--- src/rtl/time_pkg.sv ---
// time_pkg: shared BCD constants, data_out field slices, mode type and BCD step helper
//   Used by bcd2_counter and bcd_time_counter (optional feature macro AUTO_REPEAT_EN lives in the top).
package time_pkg;
    localparam logic [7:0]  HOUR_MIN   = 8'h01;
    localparam logic [7:0]  HOUR_MAX   = 8'h12;
    localparam logic [7:0]  HOUR_ROLL  = 8'h11;
    localparam logic [7:0]  MINSEC_MAX = 8'h59;
    localparam logic [23:0] RESET_TIME = 24'h120000;
    localparam int HR_MSB = 23;
    localparam int HR_LSB = 16;
    localparam int MN_MSB = 15;
    localparam int MN_LSB = 8;
    localparam int SC_MSB = 7;
    localparam int SC_LSB = 0;
    typedef enum logic [1:0] {MODE_RUN, MODE_MIN, MODE_HOUR} mode_t;
    // Digit-wise increment: the units digit rolls 9 -> 0 into the tens digit, never binary carry.
    function automatic logic [7:0] bcd_next(input logic [7:0] v, input logic [7:0] max_v,
                                            input logic [7:0] min_v);
        bcd_next = (v == max_v) ? min_v :
                   (v[3:0] == 4'd9) ? {v[7:4] + 4'd1, 4'd0} : {v[7:4], v[3:0] + 4'd1};
    endfunction
endpackage

--- src/rtl/bcd2_counter.sv ---
// bcd2_counter: two-digit BCD register that wraps from MAX_VAL to MIN_VAL
//   clock, reset : clock, synchronous active-high reset (loads RST_VAL)
//   inc          : advance one step
//   clr          : load MIN_VAL (wins over inc)
//   value        : current BCD value
//   carry        : inc while at MAX_VAL (the wrap step)
module bcd2_counter
    import time_pkg::*;
#(
    parameter logic [7:0] MIN_VAL = 8'h00,
    parameter logic [7:0] MAX_VAL = 8'h59,
    parameter logic [7:0] RST_VAL = 8'h00
) (
    input  logic       clock,
    input  logic       reset,
    input  logic       inc,
    input  logic       clr,
    output logic [7:0] value,
    output logic       carry
);
    always_ff @(posedge clock)
        if (reset) value <= RST_VAL;
        else if (clr) value <= MIN_VAL;
        else if (inc) value <= bcd_next(value, MAX_VAL, MIN_VAL);
    assign carry = inc & (value == MAX_VAL);
endmodule

--- src/rtl/bcd_time_counter.sv ---
// bcd_time_counter: 12-hour BCD hh:mm:ss timekeeper with hour/minute set modes
//   clock, reset : clock, synchronous active-high reset (12:00:00)
//   tick_1hz     : one-cycle per-second enable
//   set_ore      : hour-set mode (priority over set_min)
//   set_min      : minute-set mode
//   inc          : button level; rising edge increments the field being set
//   data_out     : {hours, minutes, seconds} BCD
//   set_ore_out  : registered set_ore, aligned with data_out
//   roll_12      : one-cycle pulse after a counted 11:59:59 -> 12:00:00
//   Macro AUTO_REPEAT_EN adds hold-to-repeat after REPEAT_DLY ticks.
module bcd_time_counter
    import time_pkg::*;
#(
    parameter int REPEAT_DLY = 2
) (
    input  logic        clock,
    input  logic        reset,
    input  logic        tick_1hz,
    input  logic        set_ore,
    input  logic        set_min,
    input  logic        inc,
    output logic [23:0] data_out,
    output logic        set_ore_out,
    output logic        roll_12
);
    mode_t mode;
    logic inc_q, inc_edge, step, rpt_fire;
    logic sec_carry, min_carry, hr_wrap, sec_clr, min_inc, hr_inc;
    logic [7:0] sec, min, hr;
    always_comb mode = set_ore ? MODE_HOUR : set_min ? MODE_MIN : MODE_RUN;
    assign inc_edge = inc & ~inc_q;
    assign step     = inc_edge | rpt_fire;
    assign sec_clr  = (mode == MODE_MIN) & step;
    assign min_inc  = sec_carry | sec_clr;
    // sec_carry only fires in run mode, so a minute-set wrap never reaches hours
    assign hr_inc   = (sec_carry & min_carry) | ((mode == MODE_HOUR) & step);
`ifdef AUTO_REPEAT_EN
    localparam int RW = $clog2(REPEAT_DLY + 2);
    logic [RW-1:0] rpt_cnt;
    mode_t mode_q;
    logic rpt_hold;
    // Holding only counts while the same set mode stays active with inc high
    assign rpt_hold = inc & (mode != MODE_RUN) & (mode == mode_q);
    assign rpt_fire = rpt_hold & tick_1hz & (rpt_cnt == RW'(REPEAT_DLY));
    always_ff @(posedge clock)
        if (reset) begin
            rpt_cnt <= '0;
            mode_q  <= MODE_RUN;
        end else begin
            mode_q <= mode;
            if (!rpt_hold) rpt_cnt <= '0;
            else if (tick_1hz && !rpt_fire) rpt_cnt <= rpt_cnt + 1'b1;
        end
`else
    // No repeat path: only rising edges increment; REPEAT_DLY stays in the interface.
    assign rpt_fire = REPEAT_DLY < 0;
`endif
    bcd2_counter #(.MIN_VAL(8'h00), .MAX_VAL(MINSEC_MAX), .RST_VAL(RESET_TIME[SC_MSB:SC_LSB])) u_sec (
        .clock(clock), .reset(reset), .inc((mode == MODE_RUN) & tick_1hz), .clr(sec_clr),
        .value(sec), .carry(sec_carry)
    );
    bcd2_counter #(.MIN_VAL(8'h00), .MAX_VAL(MINSEC_MAX), .RST_VAL(RESET_TIME[MN_MSB:MN_LSB])) u_min (
        .clock(clock), .reset(reset), .inc(min_inc), .clr(1'b0),
        .value(min), .carry(min_carry)
    );
    bcd2_counter #(.MIN_VAL(HOUR_MIN), .MAX_VAL(HOUR_MAX), .RST_VAL(RESET_TIME[HR_MSB:HR_LSB])) u_hr (
        .clock(clock), .reset(reset), .inc(hr_inc), .clr(1'b0),
        .value(hr), .carry(hr_wrap)
    );
    always_ff @(posedge clock)
        if (reset) begin
            inc_q       <= 1'b0;
            set_ore_out <= 1'b0;
            roll_12     <= 1'b0;
        end else begin
            inc_q       <= inc;
            set_ore_out <= set_ore;
            // Only the counted 11 -> 12 hour step pulses; the 12 -> 01 wrap does not
            roll_12     <= sec_carry & min_carry & ~hr_wrap & (hr == HOUR_ROLL);
        end
    assign data_out[HR_MSB:HR_LSB] = hr;
    assign data_out[MN_MSB:MN_LSB] = min;
    assign data_out[SC_MSB:SC_LSB] = sec;
endmodule

--- config.mk ---
export PLATFORM = sky130hd
export DESIGN_NAME = bcd_time_counter
export DESIGN_NICKNAME = d
export VERILOG_FILES = /design/src/rtl/time_pkg.sv /design/src/rtl/bcd2_counter.sv /design/src/rtl/bcd_time_counter.sv
export SDC_FILE = /design/constraint.sdc
export NUM_CORES = 1
export LEC_CHECK = 0
export CAP_MARGIN = 20
export CELL_PAD_IN_SITES_DETAIL_PLACEMENT = 0
export CELL_PAD_IN_SITES_GLOBAL_PLACEMENT = 1
export CORE_ASPECT_RATIO = 1.1
export CORE_UTILIZATION = 34
export DETAILED_ROUTE_END_ITERATION = 12
export PLACE_DENSITY = 0.71
export SKIP_LAST_GASP = 1
export SLEW_MARGIN = 20
export SYNTH_ARGS = -nofsm -noshare
export SYNTH_HDL_FRONTEND = slang
export SYNTH_SLANG_ARGS = --single-unit
--- constraint.sdc ---
create_clock -name clock -period 1.65 [get_ports clock]
set_input_delay 0.2475 -clock clock [delete_from_list [all_inputs] [get_ports clock]]
set_output_delay 0.2475 -clock clock [all_outputs]
set_load 0.02 [all_outputs]
==> impl_results.md <==
* Worst-path cell chain: inv_4 > ha_4 > and4b_2 > a31oi_4 > or4_1 > a21oi_1
* Placed Area at around 2200 µm²
* Via-per-instance ratio at 5.06
* Ports at 32
* Post-synthesis cell type count at 47
* Slowest cell on the critical path: or4_1
* Worst VDD drop at 0.000255 V
* Post-Place Worst Slack at -0.400 ns
* Rel. slew slack at 79.9%
* DIE AREA at 4730 µm²
* Fillers at slightly below 400
* Initial antenna violation count at 0
* Vias at 1,467
* Gr usage total at 16.4%
* Worst EP required at between 1.5 and 2 ns
* Crit Reg-Reg Startpoint: u_sec.value[1]
* Crit path DAT at approximately 1.9 ns
* Initial Utilization at 35.4%
* Fraction of registers with async set/reset at 0%
* Min-Delay Startpoint: set_ore
* Pwr/cell area at 539 nW/µm²
* Crit path from: u_sec.value[1]
* Worst setup EP type: flop
* Leak pwr at 0.973 nW
* Port Buf Inserts at 31
* DRT Pass-1 Iters at 4
* Width of the die at 65.7 µm
* Routed length per instance at 12.8 µm
* Status: finished, violations left
* Worst Slack Setup Final at -0.0630 ns
* Fmax at 584 MHz
* Design Power at 1.24 mW
* Met2 GRT Util at just under 30%
* Wirelength, routed at 3700 µm
* Failing checks: negative setup slack
* WP buf/inv at 1
* Iter 0 DRT Violations at 81
* Pins Over Slew Limit at 0
* Row cnt at 25
* Clk slew on worst S/H paths at 0.09 ns
* HPWL Detailed at 2750 µm
* Max_cap viols at 0
* Largest net degree at the start of global routing at 26
* Max FO, Critical Path at 6
* Total clock buffers created by CTS at 3
* Post-synthesis cell area at 1520 µm²
* Measured slew at the worst slew-check pin at around 0.30 ns
* GRT overflow at 0
* Placer congestion estimate at 0.730
* Met1 Track Usage GR at 19.6%
* Layout area overhead at 52.1%
* Post-Syn Nets at 187
* Clock H-tree levels at 1
* Hold/Removal Path Class: input port to flop
* YS warnings at 0
* Yosys reg bits at 27
* Fin crit period at 1.71 ns
* Maximum clock path buffer count at 2
* Core Region at 4290 µm²
* Post-CTS Hold Fix Bufs at 0
* Finish-stage setup viols at 6
* Delay-heaviest family, CP: simple AND/OR/NAND/NOR gates
* Routing usage on met3 at 2.04%
* Finished Cell Area at 2310 µm²
* Layout cells sized above 1 at 28.8%
* Worst stage delay on the critical path at 0.53 ns
* Clk_lat worst skew at 0.27 ns
* RSZ-0062 raised after global routing: yes
* Clock root buffer: clkbuf_8
* Total Nets Final at 253
* DP Cell Count at 284
* Crit start category: flop
* Vias in the first global route at 1,417
* CP Class: flop to flop
* DRC viols at 0
* Register area share after synthesis at 35.6%
* Worst Skew at 0.00460 ns
* Cell count after synthesis at between 150 and 200
* Die Y at a little over 70 µm
* GRT Max-Usage Layer: met2
* Tcrit/Tclk final at 104%
* Layout Cells excl Fill at 290
* Mean Syn Cell Area at 8.87 µm²
* CTS tree: built
* Final ANT Viol Nets at 0
* Final Hold Fails at 0
* Sink Count at 27
* Top_reg_cell synth: dfxtp_1
* WHS at 0.449 ns
* EDFF count, synth at 0
* N_diodes at 0
* First-pass GRT wire length at 6150 µm
==> per-stage QoR <==
| step | utilization (%) | setup TNS [ns] |
|---|---|---|
| 2_1_floorplan | - | -0.0141 |
| 3_3_place_gp | 50.8 | -4.89 |
| 3_5_place_dp | 50.8 | -6.34 |
| 4_1_cts | 52.9 | -0.140 |
| 5_1_grt | 53.8 | -0.771 |
| 6_report | 53.8 | -0.189 |
==> Yosys cell counts (all sizes together) (2+ instances only) <==
| master | number | area, µm² |
|---|---|---|
| dfxtp | 27 | 541 |
| nor2 | 15 | 56.3 |
| a21oi | 10 | 50.1 |
| ha | 10 | 125 |
| nor3 | 10 | 50.1 |
| o21ai | 9 | 45.0 |
| inv | 7 | 26.3 |
| nand2 | 7 | 26.3 |
| nor2b | 7 | 43.8 |
| nand2b | 5 | 31.3 |
| a211oi | 4 | 30.0 |
| nand3 | 4 | 20.0 |
| xor2 | 4 | 35.0 |
| a31oi | 3 | 33.8 |
| and2 | 3 | 18.8 |
| and3b | 3 | 26.3 |
| buf | 3 | 20.0 |
| clkbuf | 3 | 12.5 |
| nand4 | 3 | 25.0 |
| or4 | 3 | 22.5 |
| a21boi | 2 | 15.0 |
| a21o | 2 | 15.0 |
| a221o | 2 | 20.0 |
| and4b | 2 | 20.0 |
| and4bb | 2 | 25.0 |
| nor3b | 2 | 26.3 |
| nor4 | 2 | 12.5 |
| o2bb2ai | 2 | 17.5 |
| or3 | 2 | 12.5 |
| xnor2 | 2 | 17.5 |
==> layer usage <==
metal  wire length, µm  share of wire, %
met3               109               2.9
met2              1930                52
met5                 0                 0
met4                23              0.62
met1              1640                44
==> power by group <==
group | total (mW) | leakage, nW | internal (mW) | switching, mW
registers | 0.676 | 0.224 | 0.661 | 0.0147
clock network | 0.377 | 0.0228 | 0.173 | 0.204
logic | 0.190 | 0.727 | 0.101 | 0.0890
==> sequential cells by signal, summed over array words and instances (netlist names) <==
register,flops
u_sec.value,8
roll_12,1
set_ore_out,1
inc_q,1
u_min.value,8
u_hr.value,8
==> cell type report <==
class                           count  area, µm²  share of cell area, %
Multi-Input combinational cell    131        993                   43.1
Timing Repair Buffer               67        612                   26.5
Inverter                            7       28.8                   1.25
Sequential cell                    27        559                   24.3
Clock buffer                        4       45.0                   1.95
Tap cell                           54       67.6                   2.93
==> cells by family after synthesis <==
family                     count (synthesis)  share of synthesized area, %
and+or+nand+nor                           76                          30.9
DFF                                       27                          35.6
muxes                                      1                         0.743
adders and majority gates                 10                          8.25
buffers and inverters                     13                          3.88
AOI/OAI and AO/OA                         38                          17.1
xor gates and xnor gates                   6                          3.47
==> what timing repair did <==
item,4_1_cts,5_1_grt
endpoints found under the setup margin,14,19
gates resized for setup,10,13
setup buffers,2,0
pin swaps,5,3
==> worst paths after layout <==
path / slack, ns / endpoint / cells after the start
max: -0.06 / u_min.value[5] / 6
min: 0.45 / set_ore_out / 2
max reg2reg: -0.06 / u_min.value[5] / 6
min reg2reg: 0.51 / u_hr.value[7] / 2
==> cell usage in the layout (no fill, tap or decap), types with 2 or more instances in the layout <==
| master | count |
|---|---|
| nor3_1 | 9 |
| nand2b_1 | 5 |
| inv_1 | 6 |
| dfxtp_2 | 9 |
| dfxtp_1 | 16 |
| a21oi_1 | 9 |
| ha_1 | 9 |
| nor2_1 | 15 |
| a211oi_1 | 4 |
| or4_1 | 3 |
| xnor2_1 | 2 |
| and2_1 | 3 |
| dfxtp_4 | 2 |
| o2bb2ai_1 | 2 |
| and4b_2 | 2 |
| o21ai_0 | 8 |
| or3_1 | 2 |
| nor4_1 | 2 |
| a221o_1 | 2 |
| nand3_1 | 4 |
| a31oi_1 | 2 |
| xor2_1 | 4 |
| buf_6 | 2 |
| dlymetal6s2s_1 | 5 |
| and4bb_2 | 2 |
| buf_4 | 33 |
| clkbuf_8 | 3 |
| and3b_1 | 3 |
| nor2b_1 | 6 |
| nand4_1 | 2 |
| clkdlybuf4s50_1 | 25 |
| nand2_1 | 6 |
| a21o_1 | 2 |
==> worst register-to-register path, stage by stage, from the launching register on <==
cell and delay [ns]:
dfxtp_4 0.36, inv_4 0.05, ha_4 0.11, and4b_2 0.30, a31oi_4 0.15, or4_1 0.53
a21oi_1 0.13
No activity file was read; power rests on OpenSTA's default activity.
